[src/rtl/reservation_station_array_if.sv]
// Dispatch / CDB / issue bundle for reservation_station_array.
// master drives dispatch, CDB, flush and issue_ready; slave is the station.
interface reservation_station_array_if #(
  parameter int XLEN      = 32,
  parameter int TAG_WIDTH = 32,
  parameter int DEPTH     = 4
);
  localparam int CW = $clog2(DEPTH + 1);

  logic                 enable;
  logic [TAG_WIDTH-1:0] reorder_buffer_tag_in;
  logic [2:0]           alu_op_in;
  logic                 op1_valid_in, op2_valid_in;
  logic [TAG_WIDTH-1:0] op1_tag_in, op2_tag_in;
  logic [XLEN-1:0]      op1_data_in, op2_data_in;
  logic                 cdb_enable;
  logic [TAG_WIDTH-1:0] cdb_tag;
  logic [XLEN-1:0]      cdb_data;
  logic                 flush;
  logic                 full;
  logic [CW-1:0]        count;
  logic [DEPTH-1:0]     busy_out;
  logic                 issue_valid;
  logic                 issue_ready;
  logic [TAG_WIDTH-1:0] reorder_buffer_tag_out;
  logic [2:0]           alu_op_out;
  logic [XLEN-1:0]      op1_data_out, op2_data_out;

  modport master (
    output enable, reorder_buffer_tag_in, alu_op_in, op1_valid_in, op2_valid_in,
           op1_tag_in, op2_tag_in, op1_data_in, op2_data_in,
           cdb_enable, cdb_tag, cdb_data, flush, issue_ready,
    input  full, count, busy_out, issue_valid,
           reorder_buffer_tag_out, alu_op_out, op1_data_out, op2_data_out
  );

  modport slave (
    input  enable, reorder_buffer_tag_in, alu_op_in, op1_valid_in, op2_valid_in,
           op1_tag_in, op2_tag_in, op1_data_in, op2_data_in,
           cdb_enable, cdb_tag, cdb_data, flush, issue_ready,
    output full, count, busy_out, issue_valid,
           reorder_buffer_tag_out, alu_op_out, op1_data_out, op2_data_out
  );
endinterface

[src/rtl/reservation_station_array.sv]
// DEPTH-entry reservation station: dispatch, CDB wakeup, one issue per cycle.
// Define RS_OLDEST_FIRST_EN for age-ordered select; default is lowest-index select.
module reservation_station_array #(
  parameter int XLEN      = 32,
  parameter int TAG_WIDTH = 32,
  parameter int DEPTH     = 4
) (
  input logic clk,
  input logic reset,
  reservation_station_array_if.slave rs
);
  localparam int CW = $clog2(DEPTH + 1);

  typedef struct packed {
    logic                 busy;
    logic [TAG_WIDTH-1:0] rob;
    logic [2:0]           op;
    logic                 v1;
    logic [TAG_WIDTH-1:0] t1;
    logic [XLEN-1:0]      d1;
    logic                 v2;
    logic [TAG_WIDTH-1:0] t2;
    logic [XLEN-1:0]      d2;
  } entry_t;

  entry_t           ent [DEPTH];
  entry_t           ent_new;
  logic [DEPTH-1:0] busy, ready, alloc, sel;
  logic [CW-1:0]    cnt;
  logic             issue, hit1, hit2;

  always_comb begin
    cnt = '0;
    for (int i = 0; i < DEPTH; i++) begin
      busy[i]  = ent[i].busy;
      ready[i] = ent[i].busy && ent[i].v1 && ent[i].v2;
      cnt      = cnt + CW'(ent[i].busy);
    end
  end

  assign rs.busy_out    = busy;
  assign rs.count       = cnt;
  assign rs.full        = (cnt == CW'(DEPTH));
  assign rs.issue_valid = |ready;
  assign issue          = rs.issue_valid && rs.issue_ready;

  // Lowest-index free slot takes the dispatch; nothing is written while full.
  always_comb begin
    alloc = '0;
    if (rs.enable && !rs.full) begin
      for (int i = DEPTH - 1; i >= 0; i--)
        if (!busy[i]) alloc = DEPTH'(1) << i;
    end
  end

  // Incoming operand picks up a matching broadcast in its dispatch cycle.
  always_comb begin
    hit1 = rs.cdb_enable && !rs.op1_valid_in && (rs.op1_tag_in == rs.cdb_tag);
    hit2 = rs.cdb_enable && !rs.op2_valid_in && (rs.op2_tag_in == rs.cdb_tag);
    ent_new      = '0;
    ent_new.busy = 1'b1;
    ent_new.rob  = rs.reorder_buffer_tag_in;
    ent_new.op   = rs.alu_op_in;
    ent_new.v1   = rs.op1_valid_in || hit1;
    ent_new.t1   = rs.op1_tag_in;
    ent_new.d1   = hit1 ? rs.cdb_data : rs.op1_data_in;
    ent_new.v2   = rs.op2_valid_in || hit2;
    ent_new.t2   = rs.op2_tag_in;
    ent_new.d2   = hit2 ? rs.cdb_data : rs.op2_data_in;
  end

`ifdef RS_OLDEST_FIRST_EN
  // older[j][i] set means entry j was dispatched before entry i.
  logic [DEPTH-1:0] older [DEPTH];

  always_ff @(posedge clk or negedge reset) begin
    if (!reset) begin
      for (int i = 0; i < DEPTH; i++) older[i] <= '0;
    end else if (!rs.flush) begin
      for (int k = 0; k < DEPTH; k++) begin
        if (alloc[k]) begin
          for (int j = 0; j < DEPTH; j++) begin
            older[j][k] <= (j != k);
            older[k][j] <= 1'b0;
          end
        end
      end
    end
  end

  always_comb begin
    for (int i = 0; i < DEPTH; i++) begin
      sel[i] = ready[i];
      for (int j = 0; j < DEPTH; j++)
        if (j != i && ready[j] && older[j][i]) sel[i] = 1'b0;
    end
  end
`else
  always_comb begin
    sel = '0;
    for (int i = DEPTH - 1; i >= 0; i--)
      if (ready[i]) sel = DEPTH'(1) << i;
  end
`endif

  always_ff @(posedge clk or negedge reset) begin
    if (!reset) begin
      for (int i = 0; i < DEPTH; i++) ent[i] <= '0;
    end else begin
      for (int i = 0; i < DEPTH; i++) begin
        if (rs.flush) begin
          ent[i].busy <= 1'b0;
        end else if (alloc[i]) begin
          ent[i] <= ent_new;
        end else begin
          if (issue && sel[i]) ent[i].busy <= 1'b0;
          if (rs.cdb_enable && ent[i].busy && !ent[i].v1 && ent[i].t1 == rs.cdb_tag) begin
            ent[i].v1 <= 1'b1;
            ent[i].d1 <= rs.cdb_data;
          end
          if (rs.cdb_enable && ent[i].busy && !ent[i].v2 && ent[i].t2 == rs.cdb_tag) begin
            ent[i].v2 <= 1'b1;
            ent[i].d2 <= rs.cdb_data;
          end
        end
      end
    end
  end

  // sel is one-hot or zero, so an OR-mux yields zeros when nothing is ready.
  always_comb begin
    rs.reorder_buffer_tag_out = '0;
    rs.alu_op_out             = '0;
    rs.op1_data_out           = '0;
    rs.op2_data_out           = '0;
    for (int i = 0; i < DEPTH; i++) begin
      if (sel[i]) begin
        rs.reorder_buffer_tag_out = rs.reorder_buffer_tag_out | ent[i].rob;
        rs.alu_op_out             = rs.alu_op_out | ent[i].op;
        rs.op1_data_out           = rs.op1_data_out | ent[i].d1;
        rs.op2_data_out           = rs.op2_data_out | ent[i].d2;
      end
    end
  end
endmodule

[src/flat_wrapper.sv]
// flat-port wrapper written by rule: the top's interface ports become plain ports
module reservation_station_array_flat 
#(
  parameter int XLEN      = 32,
  parameter int TAG_WIDTH = 32,
  parameter int DEPTH     = 4
)
  (clk, reset, rs_enable, rs_reorder_buffer_tag_in, rs_alu_op_in, rs_op1_valid_in, rs_op2_valid_in, rs_op1_tag_in, rs_op2_tag_in, rs_op1_data_in, rs_op2_data_in, rs_cdb_enable, rs_cdb_tag, rs_cdb_data, rs_flush, rs_issue_ready, rs_full, rs_count, rs_busy_out, rs_issue_valid, rs_reorder_buffer_tag_out, rs_alu_op_out, rs_op1_data_out, rs_op2_data_out);
  reservation_station_array_if #(.XLEN(XLEN), .TAG_WIDTH(TAG_WIDTH), .DEPTH(DEPTH)) rs_i ();
  input logic clk;
  input logic reset;
  input wire logic [$bits(rs_i.enable)-1:0] rs_enable;
  input wire logic [$bits(rs_i.reorder_buffer_tag_in)-1:0] rs_reorder_buffer_tag_in;
  input wire logic [$bits(rs_i.alu_op_in)-1:0] rs_alu_op_in;
  input wire logic [$bits(rs_i.op1_valid_in)-1:0] rs_op1_valid_in;
  input wire logic [$bits(rs_i.op2_valid_in)-1:0] rs_op2_valid_in;
  input wire logic [$bits(rs_i.op1_tag_in)-1:0] rs_op1_tag_in;
  input wire logic [$bits(rs_i.op2_tag_in)-1:0] rs_op2_tag_in;
  input wire logic [$bits(rs_i.op1_data_in)-1:0] rs_op1_data_in;
  input wire logic [$bits(rs_i.op2_data_in)-1:0] rs_op2_data_in;
  input wire logic [$bits(rs_i.cdb_enable)-1:0] rs_cdb_enable;
  input wire logic [$bits(rs_i.cdb_tag)-1:0] rs_cdb_tag;
  input wire logic [$bits(rs_i.cdb_data)-1:0] rs_cdb_data;
  input wire logic [$bits(rs_i.flush)-1:0] rs_flush;
  input wire logic [$bits(rs_i.issue_ready)-1:0] rs_issue_ready;
  output wire logic [$bits(rs_i.full)-1:0] rs_full;
  output wire logic [$bits(rs_i.count)-1:0] rs_count;
  output wire logic [$bits(rs_i.busy_out)-1:0] rs_busy_out;
  output wire logic [$bits(rs_i.issue_valid)-1:0] rs_issue_valid;
  output wire logic [$bits(rs_i.reorder_buffer_tag_out)-1:0] rs_reorder_buffer_tag_out;
  output wire logic [$bits(rs_i.alu_op_out)-1:0] rs_alu_op_out;
  output wire logic [$bits(rs_i.op1_data_out)-1:0] rs_op1_data_out;
  output wire logic [$bits(rs_i.op2_data_out)-1:0] rs_op2_data_out;
  assign rs_i.enable = rs_enable;
  assign rs_i.reorder_buffer_tag_in = rs_reorder_buffer_tag_in;
  assign rs_i.alu_op_in = rs_alu_op_in;
  assign rs_i.op1_valid_in = rs_op1_valid_in;
  assign rs_i.op2_valid_in = rs_op2_valid_in;
  assign rs_i.op1_tag_in = rs_op1_tag_in;
  assign rs_i.op2_tag_in = rs_op2_tag_in;
  assign rs_i.op1_data_in = rs_op1_data_in;
  assign rs_i.op2_data_in = rs_op2_data_in;
  assign rs_i.cdb_enable = rs_cdb_enable;
  assign rs_i.cdb_tag = rs_cdb_tag;
  assign rs_i.cdb_data = rs_cdb_data;
  assign rs_i.flush = rs_flush;
  assign rs_i.issue_ready = rs_issue_ready;
  assign rs_full = rs_i.full;
  assign rs_count = rs_i.count;
  assign rs_busy_out = rs_i.busy_out;
  assign rs_issue_valid = rs_i.issue_valid;
  assign rs_reorder_buffer_tag_out = rs_i.reorder_buffer_tag_out;
  assign rs_alu_op_out = rs_i.alu_op_out;
  assign rs_op1_data_out = rs_i.op1_data_out;
  assign rs_op2_data_out = rs_i.op2_data_out;
  reservation_station_array #(.XLEN(XLEN), .TAG_WIDTH(TAG_WIDTH), .DEPTH(DEPTH)) u_core (.clk(clk), .reset(reset), .rs(rs_i));
endmodule
[config.mk]
export PLATFORM = sky130hd
export DESIGN_NAME = reservation_station_array_flat
export DESIGN_NICKNAME = d
export VERILOG_FILES = /design/src/rtl/reservation_station_array_if.sv /design/src/rtl/reservation_station_array.sv /design/src/flat_wrapper.sv
export SDC_FILE = /design/constraint.sdc
export NUM_CORES = 2
export LEC_CHECK = 0
export CAP_MARGIN = 20
export CORE_UTILIZATION = 50
export CTS_CLUSTER_SIZE = 30
export DETAILED_ROUTE_END_ITERATION = 10
export PLACE_DENSITY_LB_ADDON = 0.15
export RECOVER_POWER = 100
export REMOVE_ABC_BUFFERS = 1
export SYNTH_ARGS = -nofsm -noshare
export SYNTH_HDL_FRONTEND = slang
export SYNTH_SLANG_ARGS = --single-unit
[constraint.sdc]
create_clock -name clk -period 4.29 [get_ports clk]
set_input_delay 0.858 -clock clk [delete_from_list [all_inputs] [get_ports clk]]
set_output_delay 0.858 -clock clk [all_outputs]
set_load 0.01 [all_outputs]
==> qor.yml <==
insertion_delay_ps: 620
synthAdderAreaFrac: 0.001642
grtUsageTotal: 0.3503
fin_crit_sh: 0.9901
synth-seq-area-share: 0.4742
detail-route-antenna-nets: 0
failed_checks: "capacitance limit, slew limit"
place_area_um2: 39530
critPathLaunchType: "flop"
crit_fanout: 99
syn_inst: 4018
synthTopCellsByArea: "dfrtp_1, nand2_1, xnor2_1, xor2_1, a31oi_1"
ir_drop_v: 0.0002933
dp_cells: 5057
grt_max_degree: 145
critPathCaptureType: "primary output"
nets: 4446
min_path_type: "reg -> reg"
ys_seq_elements: 664
synth_simple_gate_area_frac: 0.2315
avgSynthCellArea_um2: 8.722
synth_xor_area_frac: 0.07998
design.die.area_um2: 71150
fp.dieH_um: 266.7
wl_um: 127300
leakage_nw: 19.01
setup_viol: 0
cts_sinks: 664
synth.distinct_cells: 43
grt_pass1_vias: 30761
synth_top_area_frac: 0.4742
io_pins: 343
finalHoldViolCount: 0
synth_most_common_cell: "nand2_1"
cts.clk_slew.worst_paths_ps: 60
drive_above_1_share: 0.08641
multi_input_area_um2: 16890
ys.warnings.count: 0
core_area_um2: 68950
yosysTopAreaCell: "dfrtp_1"
clk_path_buf_depth: 3
seqCellArea_um2: 16620
vias: 32115
synthMuxAreaShare: 0.02656
fin_cells: 5193
post_drt_via_cell_ratio: 6.184
pwr_density_cell_nw_per_um2: 421.4
power_mw: 17.71
areaGrowthSynthToFinish_pct: 19.95
worst_pin_slew_ps: 3003
cts-hold-fix-buffers: 0
maxSlewHeadroom: -1.002
place.gp.congestion: 0.8833
crit_type: "reg -> out"
crit_required_ps: 3430
cts_inserted_buffers: 75
rsz0062_at_grt: "yes"
arrival_ps: 3390
drv_slew: 44
dp_hpwl_um: 74800
port_buffers: 342
synth_top_family_by_area: "simple AND/OR/NAND/NOR gates"
setup_tns_ps: 0
cap_violations: 1
route.detailed.drc: 0
nFillCells: 6068
rows: 96
first_iter_violations: 4111
synth_compound_area_frac: 0.1368
grt.overflow.total: 0
root_buffer: "clkbuf_16"
outcome: "finished, violations left"
syn-cell-area_um2: 35040
cts_tree: "yes"
stdcell_area_um2: 42040
wl_per_cell_um: 24.52
ys_top_cells_by_count: "nand2_1, dfrtp_1, clkbuf_1, nor3_1, o21ai_0"
antenna_found_initial: 9
min_period_ps: 4248
start_util: 0.5083
ys.flop_type: "dfrtp_1"
fp.dieW_um: 266.7
finClkSkew_ps: 18.74
hold_slack_ps: 474.0
synth_edf_count: 0
max_freq_ghz: 0.2354
cts.htree.levels: 3
synthArstFlopShare: 1.000
drt_first_pass_iters: 6
grt_pass1_wl_um: 190300
## layout by cell type, fill, tap and decap left out, types with 85 or more instances in the layout
cell type        instances
xor2_1                 143
nand2_1               1224
a22oi_1                 99
nor3_1                 229
xnor2_1                177
buf_4                   85
o21ai_0                224
a221o_1                 99
clkdlybuf4s50_1        338
dfrtp_1                664
nand3_1                203
a31oi_1                193
nor2_1                 107
## power breakdown
part           internal (mW)  switching (mW)
Combinational           1.51            1.76
Sequential              7.30           0.670
Clock                   3.81            2.67
Total                   12.6            5.09
## cell families (layout without fill, tap and decap cells)
group,after synthesis,after routing
adder cells (fa/ha/maj),4,4
multiplexers,64,64
AO/OA/AOI/OAI,692,692
other,0,3
XOR/XNOR,320,320
flip-flops,664,664
buffers and inverters,367,607
AND/OR/NAND/NOR,1907,1908
## metal layers
metal,global-route usage,vias to the layer above,share of wire
li1,-,14178,-
met1,0.4916,15699,0.40
met2,0.5254,1928,0.45
met3,0.07907,298,0.11
met4,0.1381,12,0.039
met5,0,-,0.00059
## area by class of cell
cell class,instances,share of cell area
Clock buffer,115,0.05405
Antenna cell,3,0.0001786
Inverter,6,0.0005358
Sequential cell,664,0.3953
Timing Repair Buffer,472,0.1169
Clock inverter,14,0.003602
Tap cell,931,0.02771
Multi-Input combinational cell,2988,0.4018
## per-stage QoR
step	util	setup WS, ps
final	0.6097	42.30
after global routing	0.6096	-14.26
after CTS	0.6091	13.03
after detailed placement	0.5734	194.3
after global placement	0.5734	282.5
after floorplan	-	-7410
## worst paths after layout
| path | start | end | slack [ps] | depth (start not counted) |
|---|---|---|---|---|
| max reg2reg | u_core.rs.busy_out[1]$_DFFE_PN0P_ | u_core.ent[252]$_DFFE_PN0P_ | 350 | 13 |
| min in group asynchronous | reset | u_core.ent[524]$_DFFE_PN0P_ | 1230 | 1 |
| max | u_core.rs.busy_out[1]$_DFFE_PN0P_ | rs_reorder_buffer_tag_out[14] | 40 | 8 |
| min reg2reg | u_core.ent[323]$_DFFE_PN0P_ | u_core.ent[323]$_DFFE_PN0P_ | 470 | 2 |
| min | u_core.ent[323]$_DFFE_PN0P_ | u_core.ent[323]$_DFFE_PN0P_ | 470 | 2 |
| max in group asynchronous | reset | u_core.ent[30]$_DFFE_PN0P_ | 520 | 2 |
## worst max-delay path, cell delays in order (launching register included)
cell and delay (ps):
dfrtp_1 480, buf_4 220, and3_4 480, nor2_4 60, buf_12 240, a22oi_1 300
nor2_1 80, a221o_1 270, clkdlybuf4s50_1 470
## timing repair
item,in CTS,in global routing
hold endpoints to repair,0,0
pin swaps,1,0
buffers inserted,1,0
endpoints found under the setup margin,6,72
cloned,1,2
resized for setup,2,5
## flip-flops by register name, indices dropped and copies added (netlist names)
register and cells:
u_core.rs.busy_out 4, u_core.ent 660
Note: power is estimated with default switching activity, not from simulation.
